$ cat src/rtl/ddr3_bus_adapter.sv
// ddr3_bus_adapter: one-at-a-time bridge from a 128-bit request/response port to the DDR3 controller user interface, with read-modify-write for byte-masked writes
module ddr3_bus_adapter #(
    parameter int ADDR_WIDTH = 30
) (
    input  logic                  clk,
    input  logic                  reset_n,
    input  logic                  cmd_valid_i,
    output logic                  cmd_ready_o,
    input  logic                  cmd_write_i,
    input  logic [ADDR_WIDTH-1:0] cmd_addr_i,
    input  logic [15:0]           cmd_mask_i,
    input  logic [127:0]          cmd_data_i,
    output logic                  rsp_valid_o,
    input  logic                  rsp_ready_i,
    output logic                  rsp_write_o,
    output logic [127:0]          rsp_data_o,
    output logic                  rd_addr_en_o,
    output logic [31:0]           rd_addr_o,
    output logic                  rd_en_o,
    input  logic                  rd_valid_i,
    input  logic [127:0]          rd_data_i,
    input  logic                  rd_busy_i,
    output logic                  wr_en_o,
    output logic [31:0]           wr_addr_o,
    output logic [127:0]          wr_data_o,
    output logic                  wr_addr_en_o,
    output logic [15:0]           wr_datamask_o,
    input  logic                  wr_ack_i,
    input  logic                  wr_busy_i
);
    localparam logic [2:0] IDLE    = 3'd0;
    localparam logic [2:0] RD_REQ  = 3'd1;
    localparam logic [2:0] RD_WAIT = 3'd2;
    localparam logic [2:0] MERGE   = 3'd3;
    localparam logic [2:0] WR_REQ  = 3'd4;
    localparam logic [2:0] WR_WAIT = 3'd5;
    localparam logic [2:0] RSP     = 3'd6;

    logic [2:0]            state_q, state_d;
    logic [ADDR_WIDTH-5:0] addr_q, addr_d;
    logic [15:0]           mask_q, mask_d;
    logic [127:0]          data_q, data_d, rdata_q, rdata_d, wr_data_q, wr_data_d, merged;
    logic                  write_q, write_d, rd_addr_en_q, rd_addr_en_d, rd_en_q, rd_en_d, wr_en_q, wr_en_d;
    logic                  want_rd, want_wr;
    logic [31:0]           rd_addr_q, rd_addr_d, wr_addr_q, wr_addr_d;
    logic                  unused_low_addr;

    // Byte offset within the 16-byte word has no meaning to the controller
    assign unused_low_addr = ^cmd_addr_i[3:0];

    assign cmd_ready_o   = reset_n && state_q == IDLE;
    assign rsp_valid_o   = state_q == RSP;
    assign rsp_write_o   = rsp_valid_o && write_q;
    assign rsp_data_o    = (rsp_valid_o && !write_q) ? rdata_q : '0;
    assign rd_addr_en_o  = rd_addr_en_q;
    assign rd_addr_o     = rd_addr_q;
    assign rd_en_o       = rd_en_q;
    assign wr_en_o       = wr_en_q;
    assign wr_addr_en_o  = wr_en_q;
    assign wr_addr_o     = wr_addr_q;
    assign wr_data_o     = wr_data_q;
    assign wr_datamask_o = '1;

    // Overlay enabled write bytes on the word read back from memory
    always_comb begin
        for (int i = 0; i < 16; i++) merged[8*i +: 8] = mask_q[i] ? data_q[8*i +: 8] : rdata_q[8*i +: 8];
    end

    // Sequence one transaction; a read or write is issued straight away whenever the controller is not busy
    always_comb begin
        state_d      = state_q;
        addr_d       = addr_q;
        mask_d       = mask_q;
        data_d       = data_q;
        write_d      = write_q;
        rdata_d      = rdata_q;
        rd_addr_d    = rd_addr_q;
        wr_addr_d    = wr_addr_q;
        wr_data_d    = wr_data_q;
        rd_addr_en_d = 1'b0;
        wr_en_d      = 1'b0;
        want_rd      = 1'b0;
        want_wr      = 1'b0;
        case (state_q)
            IDLE: if (cmd_valid_i) begin
                addr_d  = cmd_addr_i[ADDR_WIDTH-1:4];
                mask_d  = cmd_mask_i;
                data_d  = cmd_data_i;
                write_d = cmd_write_i;
                if (!cmd_write_i || (|cmd_mask_i && !(&cmd_mask_i))) want_rd = 1'b1;
                else if (&cmd_mask_i) want_wr = 1'b1;
                else state_d = RSP;
            end
            RD_REQ:  want_rd = 1'b1;
            RD_WAIT: if (rd_valid_i) begin
                rdata_d = rd_data_i;
                state_d = write_q ? MERGE : RSP;
            end
            MERGE: begin
                data_d  = merged;
                want_wr = 1'b1;
            end
            WR_REQ:  want_wr = 1'b1;
            WR_WAIT: if (wr_ack_i) state_d = RSP;
            RSP:     if (rsp_ready_i) state_d = IDLE;
            default: state_d = IDLE;
        endcase
        if (want_rd) begin
            state_d      = rd_busy_i ? RD_REQ : RD_WAIT;
            rd_addr_en_d = !rd_busy_i;
            rd_addr_d    = rd_busy_i ? rd_addr_q : 32'(addr_d);
        end
        if (want_wr) begin
            state_d   = wr_busy_i ? WR_REQ : WR_WAIT;
            wr_en_d   = !wr_busy_i;
            wr_addr_d = wr_busy_i ? wr_addr_q : 32'(addr_d);
            wr_data_d = wr_busy_i ? wr_data_q : data_d;
        end
        rd_en_d = state_d == RD_WAIT;
    end

    // Transaction state and registered controller-side outputs
    always_ff @(posedge clk) begin
        if (!reset_n) begin
            state_q      <= IDLE;
            addr_q       <= '0;
            mask_q       <= '0;
            data_q       <= '0;
            write_q      <= 1'b0;
            rdata_q      <= '0;
            rd_addr_q    <= '0;
            wr_addr_q    <= '0;
            wr_data_q    <= '0;
            rd_addr_en_q <= 1'b0;
            rd_en_q      <= 1'b0;
            wr_en_q      <= 1'b0;
        end else begin
            state_q      <= state_d;
            addr_q       <= addr_d;
            mask_q       <= mask_d;
            data_q       <= data_d;
            write_q      <= write_d;
            rdata_q      <= rdata_d;
            rd_addr_q    <= rd_addr_d;
            wr_addr_q    <= wr_addr_d;
            wr_data_q    <= wr_data_d;
            rd_addr_en_q <= rd_addr_en_d;
            rd_en_q      <= rd_en_d;
            wr_en_q      <= wr_en_d;
        end
    end
endmodule

$ cat config.mk
export PLATFORM = sky130hd
export DESIGN_NAME = ddr3_bus_adapter
export DESIGN_NICKNAME = d
export VERILOG_FILES = /design/src/rtl/ddr3_bus_adapter.sv
export SDC_FILE = /design/constraint.sdc
export NUM_CORES = 1
export LEC_CHECK = 0
export CORE_AREA = 2 2 257 259
export DETAILED_ROUTE_END_ITERATION = 12
export DIE_AREA = 0 0 259 261
export HOLD_SLACK_MARGIN = 0.15
export PLACE_DENSITY = 0.7
export REMOVE_ABC_BUFFERS = 1
export SYNTH_ARGS = -nofsm -noshare
export SYNTH_HDL_FRONTEND = slang
export SYNTH_SLANG_ARGS = --single-unit
$ cat constraint.sdc
create_clock -name clk -period 5.6 [get_ports clk]
set_clock_uncertainty 0.05 [all_clocks]
set_input_delay 1.68 -clock clk [delete_from_list [all_inputs] [get_ports clk]]
set_output_delay 1.68 -clock clk [all_outputs]
set_load 0.03 [all_outputs]
Yosys cells after proc, flatten, opt, wreduce, memory -nomap -nowiden
Index checks and enable logic that the tools add are counted.

storage, ports and cells
  bits in registers = 485
  input bits = 311
  output and inout port bits = 343

cells by class
  equality and inequality tests = 7
  multiplexer cells = 40
  bitwise logic cells = 2
  reductions and logical operators = 21

operators by type and width
  operator              count
  $mux W128             2
  $pmux W128 S2         1
  $mux W8               16
  $mux W26              2
  $mux W3               9
  $reduce_and A16 Y1    1
  $reduce_or A16 Y1     1
  $pmux W3 S5           1
  $reduce_and A2 Y1     6
  $eq A3 B2 Y1 const B  3
  $eq A3 B3 Y1 const B  3
  $mux W1               6
  $logic_not A1 Y1      5
  $logic_and A1 B1 Y1   4
  $pmux W1 S2           2
  $eq A3 B1 Y1 const B  1
  $logic_not A3 Y1      1
  $reduce_or A3 Y1      1
  $mux W2               1
  $not A1 Y1            2
  $reduce_or A2 Y1      1
  $logic_or A1 B1 Y1    1

Depth between registers and ports, before layout
  depth in word-level cells = 10
  mapped depth = 9

Worst setup path before layout
No wires, ideal clock.

  kind = input to output
  from = input port reset_n
  to = output port cmd_ready_o
  arrival time = 2.439 ns
  setup slack = 1.431 ns
  stages = 3
  path through = clkbuf_1 clkbuf_1 and2_1

between the ends
  longest elaborated chain between the ends = 1

RTL lines
  element              RTL line  text
  from (decl)          6         input logic reset_n,
  $logic_and A1 B1 Y1  51        assign cmd_ready_o = reset_n && state_q == IDLE;
  to (decl)            8         output logic cmd_ready_o,

No other way between the ends.

Final worst setup path
  from = register state_q[2]
  to = output port rsp_data_o[54]

between the ends
  longest elaborated chain between the ends = 3

RTL lines
  element                 RTL line  text
  from (decl)             39        logic [2:0] state_q, state_d;
  from (signal assigned)  138       state_q <= state_d;
  $eq A3 B3 Y1            52        assign rsp_valid_o = state_q == RSP;
  $logic_and A1 B1 Y1     54        assign rsp_data_o = (rsp_valid_o && !write_q) ? rdata_q : '0;
  $mux W128               54
  to (decl)               16        output logic [127:0] rsp_data_o,

No other way between the ends.

==> metrics <==
GR Overflow Total 0; worst path buffer plus inverter count 2; Layout Nets between 3000 and 4000; Synth Instances roughly 2200; YS warnings 0; Worst-path clk slew 60 ps; Worst-Margin Slew 1273 ps; final-report max-slew violation count 0; max-cap viol count 0; pin count of the biggest net entering global routing roughly 250; PD cells 445.4 nW/um^2; final WL approximately 77000 um; Final Cycle Share 0.9009; area grow syn2layout 40.55%; Post-synth EDFFs 0; CTS Sinks 485; Hold Path Class register to register; Hold Crit Start rdata_q[22]; GRT Resource Usage Total 0.2136; CP max FO 47; CP max stage cell dfxtp_1; CP arrival 3310 ps; Placement Setup Slack 989.2 ps; First DRT Iteration DRCs approximately 1700; cell family with most CP delay buffers and inverters; Crit. End Element output port; CP Depth 6; vias in the first global route roughly 19000; Crit path required time 3870 ps; Final Critical Period 5045 ps; syn avg cell area 9.697 sq um; total CTS buffers 54; Max Fclk 198.2 MHz; post-cts sizing count 0; Root Buffer clkbuf_16; WHS Path Cells 2; Worst Hold Path EP rdata_q[22]; Clock Latency Late Sink 580 ps; Cell Chain, Critical Path nand2_1 -> or2_2 -> nor2_4 -> buf_4 -> and2_1 -> clkdlybuf4s50_1; placer congestion estimate 0.8816; Remaining DRCs 0; total negative setup slack 0 ps; asr flop ratio synth 0; initial antenna violation count 14; clock buffer depth 3; Synth Flop Type dfxtp_1; H-tree depth 2; P_leak 0.01238 uW; sequential area share after synthesis 0.4570; Worst R2R Path Depth 6; FF-to-FF Start state_q[2]; Cell Count Post-Placement 3501; Initial DRT Pass Iterations 10; CP peak stage delay roughly 760 ps; Core Box Area 65040 sq um; die width 259 um; Routed Antenna Nets 0; Rows 94; routed len/inst approximately 21 um; #FFs+latches synth around 490; HPWL after DPL ~50000 um; layout cell share with drive strength beyond 1 0.1115; RSZ-0062 raised after global routing false; final cell count without fillers 3607; drt via density 5.306; Die Ht between 200 and 300 um; hold buffers post-CTS 0; port bufs 621; Power Total 13300 uW; worst setup margin 555.0 ps; Distinct cells, synth 51; IO Pins ~650; maximum vdd drop roughly 0.0003 V; first-pass GRT wire length 113100 um; CP startpoint kind register; Crit Path Class register to output port; Worst slew margin 0.1516; final setup vio count 0; Worst R2R Setup Slack 2210 ps; starting density of the core 0.3267; status finished, final reports clean; Vias 19137; Fin. Hold Viols 0; Post-CTS Setup Inserts 0; Worst R2R End wr_data_o[81]; CTS tree built; Die ar. 67600 sq um; Post-Syn Area 21250 sq um
## state kept, by name (all words and copies together) (netlist names)
register	flops
rdata_q	128
rd_addr_o	26
data_q	128
rd_addr_en_o	1
wr_addr_en_o	1
state_q	3
write_q	1
addr_q	26
wr_data_o	128
wr_addr_o	26
rd_en_o	1
mask_q	16
## per-stage QoR
step | hold slack (ps) | utilization | cell area, sq um
after floorplan | 401.5 | - | 20290
after global routing | 447.8 | 0.4590 | 29860
final | 429.8 | 0.4591 | 29860
after global placement | 414.3 | 0.4301 | 27980
after detailed placement | 424.4 | 0.4301 | 27980
after CTS | 430.9 | 0.4588 | 29840
## synth_stat cells, drive strengths merged (5+ instances only)
cell type,number,area share
o211a,154,0.073
nor2,21,0.0038
a21boi,147,0.052
nor3,27,0.0064
mux2,170,0.094
clkbuf,172,0.030
nor2b,128,0.038
nor4,5,0.0018
dfxtp,485,0.46
nor3b,26,0.0092
buf,58,0.019
nand4,5,0.0015
nand2,293,0.052
nand3,129,0.030
or3,27,0.0082
a222oi,128,0.060
a21oi,27,0.0064
and2,158,0.047
## power breakdown
part           internal, uW  switching (uW)
Clock                  2250            1440
Combinational          1960            3020
Sequential             4190             444
## metal layers
| layer | share of wire | track usage | wire length [um] | up-vias |
|---|---|---|---|---|
| met5 | 0.00096 | 0 | 74 | - |
| met4 | 0.037 | 0.08847 | 2833 | 10 |
| met3 | 0.075 | 0.05023 | 5766 | 156 |
| met2 | 0.48 | 0.3642 | 37000 | 798 |
| met1 | 0.40 | 0.2586 | 31050 | 9293 |
| li1 | - | - | - | 8880 |
## cell type report
| type | count | area, sq um |
|---|---|---|
| Multi-Input combinational cell | 1499 | 10650 |
| Inverter | 3 | 13.76 |
| Timing Repair Buffer | 650 | 6528 |
| Antenna cell | 8 | 20.02 |
| Clock inverter | 19 | 267.8 |
| Tap cell | 864 | 1081 |
| Sequential cell | 485 | 9709 |
| Clock buffer | 79 | 1597 |
| Fill cell | 6025 | 35180 |
## placed cells by master (no fill, tap or decap), types with 3 or more instances in the layout
master,instances
a21boi_0,147
a21oi_1,27
a222oi_1,128
and2_1,158
buf_12,7
buf_4,22
bufinv_16,6
clkbuf_1,11
clkbuf_16,55
clkbuf_8,13
clkdlybuf4s50_1,619
clkinv_2,7
clkinv_4,3
conb_1,28
dfxtp_1,485
diode_2,8
inv_6,3
mux2_2,148
mux2_4,22
nand2_1,293
nand3_1,129
nand4_1,5
nor2_1,18
nor2b_1,128
nor3_1,26
nor3b_1,26
nor4_1,4
o211a_1,154
or3_1,26
## worst max-delay path by stage
| stage | slack, ps | startpoint | endpoint |
|---|---|---|---|
| global route | 400 | state_q[2] | rsp_data_o[3] |
| global placement | 1030 | reset_n | cmd_ready_o |
| detailed placement | 990 | cmd_mask_i[1] | wr_data_o[87] |
| finish | 560 | state_q[2] | rsp_data_o[54] |
| floorplan | -5860 | rd_valid_i | rdata_q[0] |
| CTS | 550 | state_q[2] | rsp_data_o[5] |
## worst reg2reg max path: cells and delay by family, from the launching register on
| family | cells | cell delay [ps] |
|---|---|---|
| compound gates | 2 | 660 |
| simple gates | 2 | 860 |
| mux | 1 | 490 |
| flops | 1 | 760 |
| buf+inv | 1 | 440 |
## cell families (layout without fill, tap and decap cells)
kind of cell,Yosys count,in the layout,share of synthesized area
AND/OR/NAND/NOR,831,831,0.2018
flip-flops,485,485,0.4570
AO/OA/AOI/OAI,470,470,0.1967
buffers and inverters,233,751,0.05023
multiplexers,170,170,0.09399
other,2,36,0.0003535
No activity file was read; power rests on OpenSTA's default activity.
